**src/rtl/ren_dispatch_if.sv**
```systemverilog
// rtl/ren_dispatch_if.sv - rename-to-dispatch and dispatch-to-queue handshake bundle
interface ren_dispatch_if #(
    parameter int RENISS_WIDTH = 151
);
    logic                    REN_valid_IN;
    logic [RENISS_WIDTH-1:0] REN_data_IN;
    logic                    REN_stall_OUT;
    logic                    IQ_full_IN;
    logic                    IQ_pushReq_OUT;
    logic [RENISS_WIDTH-1:0] IQ_pushData_OUT;
    logic                    LSQ_full_IN;
    logic                    LSQ_pushReq_OUT;
    logic [RENISS_WIDTH-1:0] LSQ_pushData_OUT;

    // Environment side: rename stage plus the two downstream queues.
    modport master (
        output REN_valid_IN, REN_data_IN, IQ_full_IN, LSQ_full_IN,
        input  REN_stall_OUT, IQ_pushReq_OUT, IQ_pushData_OUT,
               LSQ_pushReq_OUT, LSQ_pushData_OUT
    );

    modport slave (
        input  REN_valid_IN, REN_data_IN, IQ_full_IN, LSQ_full_IN,
        output REN_stall_OUT, IQ_pushReq_OUT, IQ_pushData_OUT,
               LSQ_pushReq_OUT, LSQ_pushData_OUT
    );
endinterface

```
**src/rtl/ren_dispatch.sv**
```systemverilog
// rtl/ren_dispatch.sv - in-order dispatch buffer steering renamed instructions to the IQ or LSQ
module ren_dispatch #(
    parameter int RENISS_WIDTH    = 151,
    parameter int DISP_DEPTH_LOG2 = 2
) (
    input  logic               CLK,
    input  logic               RESET,
    input  logic               FREEZE,
    input  logic               FLUSH_IN,
    ren_dispatch_if.slave      disp,
    output logic [31:0]        IQ_dispCount_OUT,
    output logic [31:0]        LSQ_dispCount_OUT,
    output logic [31:0]        stallCycles_OUT
);
    localparam int DEPTH = 1 << DISP_DEPTH_LOG2;

    typedef logic [DISP_DEPTH_LOG2-1:0] ptr_t;
    typedef logic [DISP_DEPTH_LOG2:0]   cnt_t;

    localparam cnt_t DEPTH_C = cnt_t'(DEPTH);

    logic [RENISS_WIDTH-1:0] mem_q [DEPTH];
    ptr_t  rd_ptr_q, rd_ptr_d;
    ptr_t  wr_ptr_q, wr_ptr_d;
    cnt_t  count_q, count_d;
    logic [31:0] iq_cnt_q, iq_cnt_d;
    logic [31:0] lsq_cnt_q, lsq_cnt_d;
    logic [31:0] stall_cnt_q, stall_cnt_d;

    logic                    not_empty;
    logic [RENISS_WIDTH-1:0] head;
    logic                    head_is_mem;
    logic                    stall;
    logic                    dispatch_ok;
    logic                    iq_push;
    logic                    lsq_push;
    logic                    accept;
    logic                    pop;

    // Stall depends only on registered occupancy and FREEZE, never on queue fullness.
    always_comb begin
        not_empty   = (count_q != '0);
        head        = mem_q[rd_ptr_q];
        head_is_mem = head[40] | head[39];
        stall       = (count_q == DEPTH_C) || FREEZE;
        dispatch_ok = not_empty && !FREEZE && !FLUSH_IN;
        iq_push     = dispatch_ok && !head_is_mem && !disp.IQ_full_IN;
        lsq_push    = dispatch_ok &&  head_is_mem && !disp.LSQ_full_IN;
        accept      = disp.REN_valid_IN && !stall && !FLUSH_IN;
        pop         = iq_push || lsq_push;
    end

    always_comb begin
        rd_ptr_d    = rd_ptr_q;
        wr_ptr_d    = wr_ptr_q;
        count_d     = count_q;
        iq_cnt_d    = iq_cnt_q + (iq_push ? 32'd1 : 32'd0);
        lsq_cnt_d   = lsq_cnt_q + (lsq_push ? 32'd1 : 32'd0);
        // Frozen cycles hold every counter, including the stall statistic.
        stall_cnt_d = stall_cnt_q +
                      ((disp.REN_valid_IN && stall && !FREEZE) ? 32'd1 : 32'd0);
        if (FLUSH_IN) begin
            rd_ptr_d = '0;
            wr_ptr_d = '0;
            count_d  = '0;
        end else begin
            if (accept) begin
                wr_ptr_d = wr_ptr_q + ptr_t'(1);
            end
            if (pop) begin
                rd_ptr_d = rd_ptr_q + ptr_t'(1);
            end
            case ({accept, pop})
                2'b10:   count_d = count_q + cnt_t'(1);
                2'b01:   count_d = count_q - cnt_t'(1);
                default: count_d = count_q;
            endcase
        end
    end

    always_ff @(posedge CLK) begin
        if (accept) begin
            mem_q[wr_ptr_q] <= disp.REN_data_IN;
        end
    end

    always_ff @(posedge CLK) begin
        if (RESET) begin
            rd_ptr_q    <= '0;
            wr_ptr_q    <= '0;
            count_q     <= '0;
            iq_cnt_q    <= '0;
            lsq_cnt_q   <= '0;
            stall_cnt_q <= '0;
        end else begin
            rd_ptr_q    <= rd_ptr_d;
            wr_ptr_q    <= wr_ptr_d;
            count_q     <= count_d;
            iq_cnt_q    <= iq_cnt_d;
            lsq_cnt_q   <= lsq_cnt_d;
            stall_cnt_q <= stall_cnt_d;
        end
    end

    assign disp.REN_stall_OUT    = stall;
    assign disp.IQ_pushReq_OUT   = iq_push;
    assign disp.LSQ_pushReq_OUT  = lsq_push;
    assign disp.IQ_pushData_OUT  = not_empty ? head : '0;
    assign disp.LSQ_pushData_OUT = not_empty ? head : '0;
    assign IQ_dispCount_OUT      = iq_cnt_q;
    assign LSQ_dispCount_OUT     = lsq_cnt_q;
    assign stallCycles_OUT       = stall_cnt_q;
endmodule

```
**src/flat_wrapper.sv**
```systemverilog
// flat-port wrapper written by rule: the top's interface ports become plain ports
module ren_dispatch_flat 
#(
    parameter int RENISS_WIDTH    = 151,
    parameter int DISP_DEPTH_LOG2 = 2
)
  (CLK, RESET, FREEZE, FLUSH_IN, IQ_dispCount_OUT, LSQ_dispCount_OUT, stallCycles_OUT, disp_REN_valid_IN, disp_REN_data_IN, disp_IQ_full_IN, disp_LSQ_full_IN, disp_REN_stall_OUT, disp_IQ_pushReq_OUT, disp_IQ_pushData_OUT, disp_LSQ_pushReq_OUT, disp_LSQ_pushData_OUT);
  ren_dispatch_if #(.RENISS_WIDTH(RENISS_WIDTH)) disp_i ();
  input  logic CLK;
  input  logic RESET;
  input  logic FREEZE;
  input  logic FLUSH_IN;
  output logic [31:0] IQ_dispCount_OUT;
  output logic [31:0] LSQ_dispCount_OUT;
  output logic [31:0] stallCycles_OUT;
  input wire logic [$bits(disp_i.REN_valid_IN)-1:0] disp_REN_valid_IN;
  input wire logic [$bits(disp_i.REN_data_IN)-1:0] disp_REN_data_IN;
  input wire logic [$bits(disp_i.IQ_full_IN)-1:0] disp_IQ_full_IN;
  input wire logic [$bits(disp_i.LSQ_full_IN)-1:0] disp_LSQ_full_IN;
  output wire logic [$bits(disp_i.REN_stall_OUT)-1:0] disp_REN_stall_OUT;
  output wire logic [$bits(disp_i.IQ_pushReq_OUT)-1:0] disp_IQ_pushReq_OUT;
  output wire logic [$bits(disp_i.IQ_pushData_OUT)-1:0] disp_IQ_pushData_OUT;
  output wire logic [$bits(disp_i.LSQ_pushReq_OUT)-1:0] disp_LSQ_pushReq_OUT;
  output wire logic [$bits(disp_i.LSQ_pushData_OUT)-1:0] disp_LSQ_pushData_OUT;
  assign disp_i.REN_valid_IN = disp_REN_valid_IN;
  assign disp_i.REN_data_IN = disp_REN_data_IN;
  assign disp_i.IQ_full_IN = disp_IQ_full_IN;
  assign disp_i.LSQ_full_IN = disp_LSQ_full_IN;
  assign disp_REN_stall_OUT = disp_i.REN_stall_OUT;
  assign disp_IQ_pushReq_OUT = disp_i.IQ_pushReq_OUT;
  assign disp_IQ_pushData_OUT = disp_i.IQ_pushData_OUT;
  assign disp_LSQ_pushReq_OUT = disp_i.LSQ_pushReq_OUT;
  assign disp_LSQ_pushData_OUT = disp_i.LSQ_pushData_OUT;
  ren_dispatch #(.RENISS_WIDTH(RENISS_WIDTH), .DISP_DEPTH_LOG2(DISP_DEPTH_LOG2)) u_core (.CLK(CLK), .RESET(RESET), .FREEZE(FREEZE), .FLUSH_IN(FLUSH_IN), .disp(disp_i), .IQ_dispCount_OUT(IQ_dispCount_OUT), .LSQ_dispCount_OUT(LSQ_dispCount_OUT), .stallCycles_OUT(stallCycles_OUT));
endmodule
```
**config.mk**
```make
export PLATFORM = sky130hd
export DESIGN_NAME = ren_dispatch_flat
export DESIGN_NICKNAME = d
export VERILOG_FILES = /design/src/rtl/ren_dispatch_if.sv /design/src/rtl/ren_dispatch.sv /design/src/flat_wrapper.sv
export SDC_FILE = /design/constraint.sdc
export NUM_CORES = 1
export LEC_CHECK = 0
export ABC_AREA = 1
export CORE_AREA = 2 2 319 321
export CTS_BUF_LIST = sky130_fd_sc_hd__clkbuf_2
export DETAILED_ROUTE_END_ITERATION = 10
export DIE_AREA = 0 0 321 323
export PLACE_DENSITY_LB_ADDON = 0.05
export SLEW_MARGIN = 20
export SYNTH_ARGS = -nofsm -noshare
export SYNTH_HDL_FRONTEND = slang
export SYNTH_SLANG_ARGS = --single-unit
export TNS_END_PERCENT = 20
```
**constraint.sdc**
```tcl
create_clock -name CLK -period 17.13 [get_ports CLK]
set_clock_uncertainty 0.2 [all_clocks]
set_input_delay 4.2825 -clock CLK [delete_from_list [all_inputs] [get_ports CLK]]
set_output_delay 4.2825 -clock CLK [all_outputs]
set_load 0.005 [all_outputs]
```
Word level (Yosys, flattened, before mapping)
Memories as Yosys holds them, arrays and structs flattened. A register that Yosys moved wholly into a read port is not among the register bits.
Index checks and enable logic that the tools add are counted.

storage, ports and cells
  register bits after elaboration = 103
  latch bits = 0
  bits in writable memories = 604
  ROM bits = 0
  bits of input ports = 158
  memories kept = 1

operators by class
  add/subtract/negate cells = 7
  $mul = 0
  div/mod/pow operators = 0
  $lt $le $gt $ge = 0
  equality and inequality tests = 3
  shift operators = 0
  mux-type cells = 9
  bitwise operators = 1
  reductions and logical operators = 21

memory list
  memory        words  bits a word  read ports  clocked after memory_dff  write ports  RTL line            text
  u_core.mem_q  4      151          1           1                         1            ren_dispatch.sv:22  logic [RENISS_WIDTH-1:0] mem_q [DEPTH];

operators by type and width
  kind                                                                   count
  151-bit two-way mux                                                    1
  32-bit adder                                                           3
  1-bit logical AND                                                      10
  1-bit logical NOT                                                      6
  3-bit case mux with 2 select lines                                     1
  1-bit two-way mux                                                      5
  2-bit by 1-bit adder with 2-bit output, second input constant          2
  2-bit two-way mux                                                      2
  3-bit by 1-bit adder with 3-bit output, second input constant          1
  3-bit equality test, second input constant                             1
  3-bit nonzero test                                                     1
  3-bit by 1-bit subtractor with 3-bit output, second input constant     1
  2-bit by 1-bit equality test with 1-bit output, second input constant  1
  2-bit equality test, second input constant                             1
  1-bit logical OR                                                       2
  2-bit nonzero test                                                     1
  2-bit OR reduction                                                     1
  1-bit bitwise OR                                                       1

Longest topological paths before layout
  depth in word-level cells = 8
  depth in mapped cells = 22
  depth with buffers taken out = 20

Least setup slack after synthesis
Ideal clock, no wire load.

  path kind = input to register
  start point = in FREEZE
  end point = mem u_core.mem_q[0][0], enable pin
  arrival time = 10916 ps
  data required time = 16266 ps
  path slack = 5350 ps
  stages = 5
  cells stage by stage = inv_1 -> nand2_1 -> nor2_1 -> nand2_1 -> nor2_1

between the ends
  cells in the longest elaborated chain, start to end = 6

ends and longest elaborated chain
  element                                  RTL line            text
  start: declaration                       flat_wrapper.sv:11  input logic FREEZE;
  1-bit logical OR                         ren_dispatch.sv:45  stall = (count_q == DEPTH_C) || FREEZE;
  1-bit logical NOT                        ren_dispatch.sv:49  accept = disp.REN_valid_IN && !stall && !FLUSH_IN;
  1-bit logical AND (2 in a row)           ren_dispatch.sv:49
  1-bit two-way mux                        ren_dispatch.sv:82  if (accept) begin
  1-bit two-way mux (implied by the code)  ren_dispatch.sv:83  mem_q[wr_ptr_q] <= disp.REN_data_IN;
  end: declaration                         ren_dispatch.sv:22

Every way passes these cells.

Final worst setup path
  start point = in FLUSH_IN
  end point = out disp_LSQ_pushReq_OUT

between the ends
  cells in the longest elaborated chain, start to end = 4

ends and longest elaborated chain
  element                         RTL line            text
  start: declaration              flat_wrapper.sv:12  input logic FLUSH_IN;
  1-bit logical NOT               ren_dispatch.sv:46  dispatch_ok = not_empty && !FREEZE && !FLUSH_IN;
  1-bit logical AND               ren_dispatch.sv:46
  1-bit logical AND (2 in a row)  ren_dispatch.sv:48  lsq_push = dispatch_ok && head_is_mem && !disp.LSQ_full_IN;
  end: declaration                flat_wrapper.sv:23  output wire logic [$bits(disp_i.LSQ_pushReq_OUT)-1:0] disp_LSQ_pushReq_OUT;

Every way passes these cells.

==> reports/summary.txt <==
Final hold slack: 276 ps
RSZ-0062 raised after global routing: no
PD cells: 85.9 nW/um2
FILL cells: 10038
VDD IR max: 0.0000429 V
Worst setup margin: 6700 ps
Worst Path Arrival: 5940 ps
Die H: 323 um
Total Neg Setup Slack: 0 ps
Sequential Power Share: 58.6%
Final setup viols: 0
Commonest non-fill, non-tap cells in the layout: 700 x nor2_1, 604 x edfxtp_1, 557 x clkdlybuf4s50_1
Reg2Reg Depth: 20
Psw: 0.000779 W
CTS root buf: clkbuf_2
Vias in the first global route: 21432
Ports: 559
Period utilisation layout: 60.9%
Post-Syn Area: 29900 um2
Final std cells w/o fill: 4707
CTS tree: yes
Largest family of logic cells by synthesized area: simple AND/OR/NAND/NOR gates
P_leak: 12.6 nW
CTS hold repair buffers: 0
Maximum operating frequency: 0.0959 GHz
Num CTS Buffers: 197
Post-layout util: 37.2%
Worst Path Required: 12650 ps
Initial core utilization: 29.7%
Cells after DPL: 4353
GRT Resource Usage Total: 17.1%
Final WL: 90800 um
Die footprint: 104000 um2
Startpoint Class: input port
Xor and xnor fraction of the mapped netlist area: 0.410%
Max FO, Critical Path: 4
EDFF count, synth: 604
Clock Path Buffers: 3
Fin crit period: 10430 ps
Pre-CTS setup slack: 6700 ps
Via density: 4.60
Hold depth: 2
Synth unique cells: 44
Most common cell after layout, fill and taps aside: nor2_1
Initial DRC count: 1371
Syn nets: 2911
Grt ovf: 0
Slew margin rel.: 29.4%
Largest net degree at the start of global routing: 143
# port buffers: 558
Worst-path clk slew: 90 ps
Vias: 21634
Area Overhead vs Synth: 25.2%
H-Tree Depth: 4
Worst Hold Class: reg -> reg
Mean post-synth cell area: 10.9 um2
Nets: 3412
DRC Markers: 0
Async SR Flop Fraction: 0%
Top_reg_cell synth: edfxtp_1
R2r setup slk: 12850 ps
DPL Wire Length: 53800 um
Final Max Tran Viols: 0
Compound-Gate Fraction of Synth Area: 9.29%
Clk pwr share: 36.8%
Max-cap violations: 0
Rows: 117
Simple-gate share of the synthesized area: 15.1%
Worst R2R End: u_core.IQ_dispCount_OUT[19]
Setup CP Type: in -> out
Post-CTS setup buffers: 0
Setup crit end kind: primary output
Yosys reg bits: 709
Worst skew pair latency: 1380 ps
Hold EP: u_core.IQ_dispCount_OUT[31]
# resized after CTS: 0
Synth Area in Adders: 0.485%
Routed Antenna Nets: 0
Width of the die: 321 um
Clock sinks: 709
GP Congestion: 0.842
Ys Warns: 0
Logic gate share of total power: 4.6%
Slew @ Worst Pin: 1060 ps
Global-route wire length before repair: 132000 um
Post-synthesis mux area share: 0%
Hold Vio Cnt, Final: 0
Internal power: 0.00244 W
Per-cell routed wire length: 19.3 um
Share of cells above drive strength 1: 12.3%
First-pass DRT Iterations: 5
Switching Fraction: 24.2%
Initial antenna violation count: 20
Sequential fraction of the synthesis area: 67.7%
Syn Inst Count: 2742
Status: finished, final reports clean
Core area: 101000 um2
Hold Startpoint: u_core.IQ_dispCount_OUT[31]
## cells in the mapped netlist (14+ instances only)
cell / instances / area, um2
nor2_1: 704 / 2640
edfxtp_1: 604 / 18100
o21ai_0: 321 / 1610
a21oi_1: 212 / 1060
nand2_1: 173 / 649
buf_4: 151 / 1130
inv_1: 109 / 409
dfxtp_1: 105 / 2100
clkbuf_1: 82 / 308
nor3_1: 45 / 225
nand3_1: 38 / 190
buf_2: 29 / 145
nand4_1: 25 / 156
nor2_2: 15 / 93.8
buf_1: 14 / 52.6
## metrics by stage
step	total power (W)	instance area, um2
4_1_cts	0.00329	37400
6_report	0.00322	37500
5_1_grt	0.00338	37400
3_5_place_dp	0.00208	35700
2_1_floorplan	0.00198	29900
3_3_place_gp	0.00207	35700
## power groups by stage
stage | combinational, W | sequential (W) | clock, W
after detailed placement | 0.000150 | 0.00193 | 0
after CTS | 0.000151 | 0.00189 | 0.00125
after global placement | 0.000148 | 0.00193 | 0
after floorplan | 0.0000519 | 0.00193 | 0
final | 0.000147 | 0.00189 | 0.00118
after global routing | 0.000161 | 0.00189 | 0.00133
## layer usage
layer	share of wire (%)	global-route usage [%]	vias up
li1	-	-	10435
met1	42	20.7	10382
met4	1.9	5.65	32
met5	0.21	0	-
met2	49	28.8	639
met3	6.6	5.26	146
## cells by family after synthesis
| kind of cell | after synthesis |
|---|---|
| AO/OA/AOI/OAI | 549 |
| XOR/XNOR | 14 |
| adder cells (fa/ha/maj) | 11 |
| buffers and inverters | 394 |
| flip-flops | 709 |
| AND/OR/NAND/NOR | 1065 |
## area by class of cell
type,count,area (um2),area share (%)
antenna,5,12.5,0.0334
clock buffer,316,1580,4.22
clock inverter,33,146,0.391
inverter,116,450,1.20
multi-input combinational,1639,7590,20.3
sequential,709,20200,54.1
tap,1309,1640,4.37
timing repair buffer,580,5790,15.5
## registers in the layout (all words and copies together) (netlist names), named ones only
register	flops
u_core.IQ_dispCount_OUT	32
u_core.LSQ_dispCount_OUT	32
u_core.count_q	3
u_core.mem_q	604
u_core.rd_ptr_q	2
u_core.stallCycles_OUT	32
u_core.wr_ptr_q	2
## critical path: stages
cell and delay [ps]:
clkdlybuf4s50_1 440, nor2_1 110, nand2_1 80, nor2_2 260, nand2_1 170, inv_1 100
clkdlybuf4s50_1 500
## how the worst max path moves through the flow
stage	start	endpoint	slack, ps
after floorplan	FREEZE	u_core.mem_q[0][0]	5350
after global placement	FLUSH_IN	disp_LSQ_pushReq_OUT	6700
after detailed placement	FLUSH_IN	disp_LSQ_pushReq_OUT	6700
after CTS	FLUSH_IN	disp_LSQ_pushReq_OUT	6690
after global routing	FLUSH_IN	disp_LSQ_pushReq_OUT	6520
final	FLUSH_IN	disp_LSQ_pushReq_OUT	6700
Note: power is estimated with default switching activity, not from simulation.
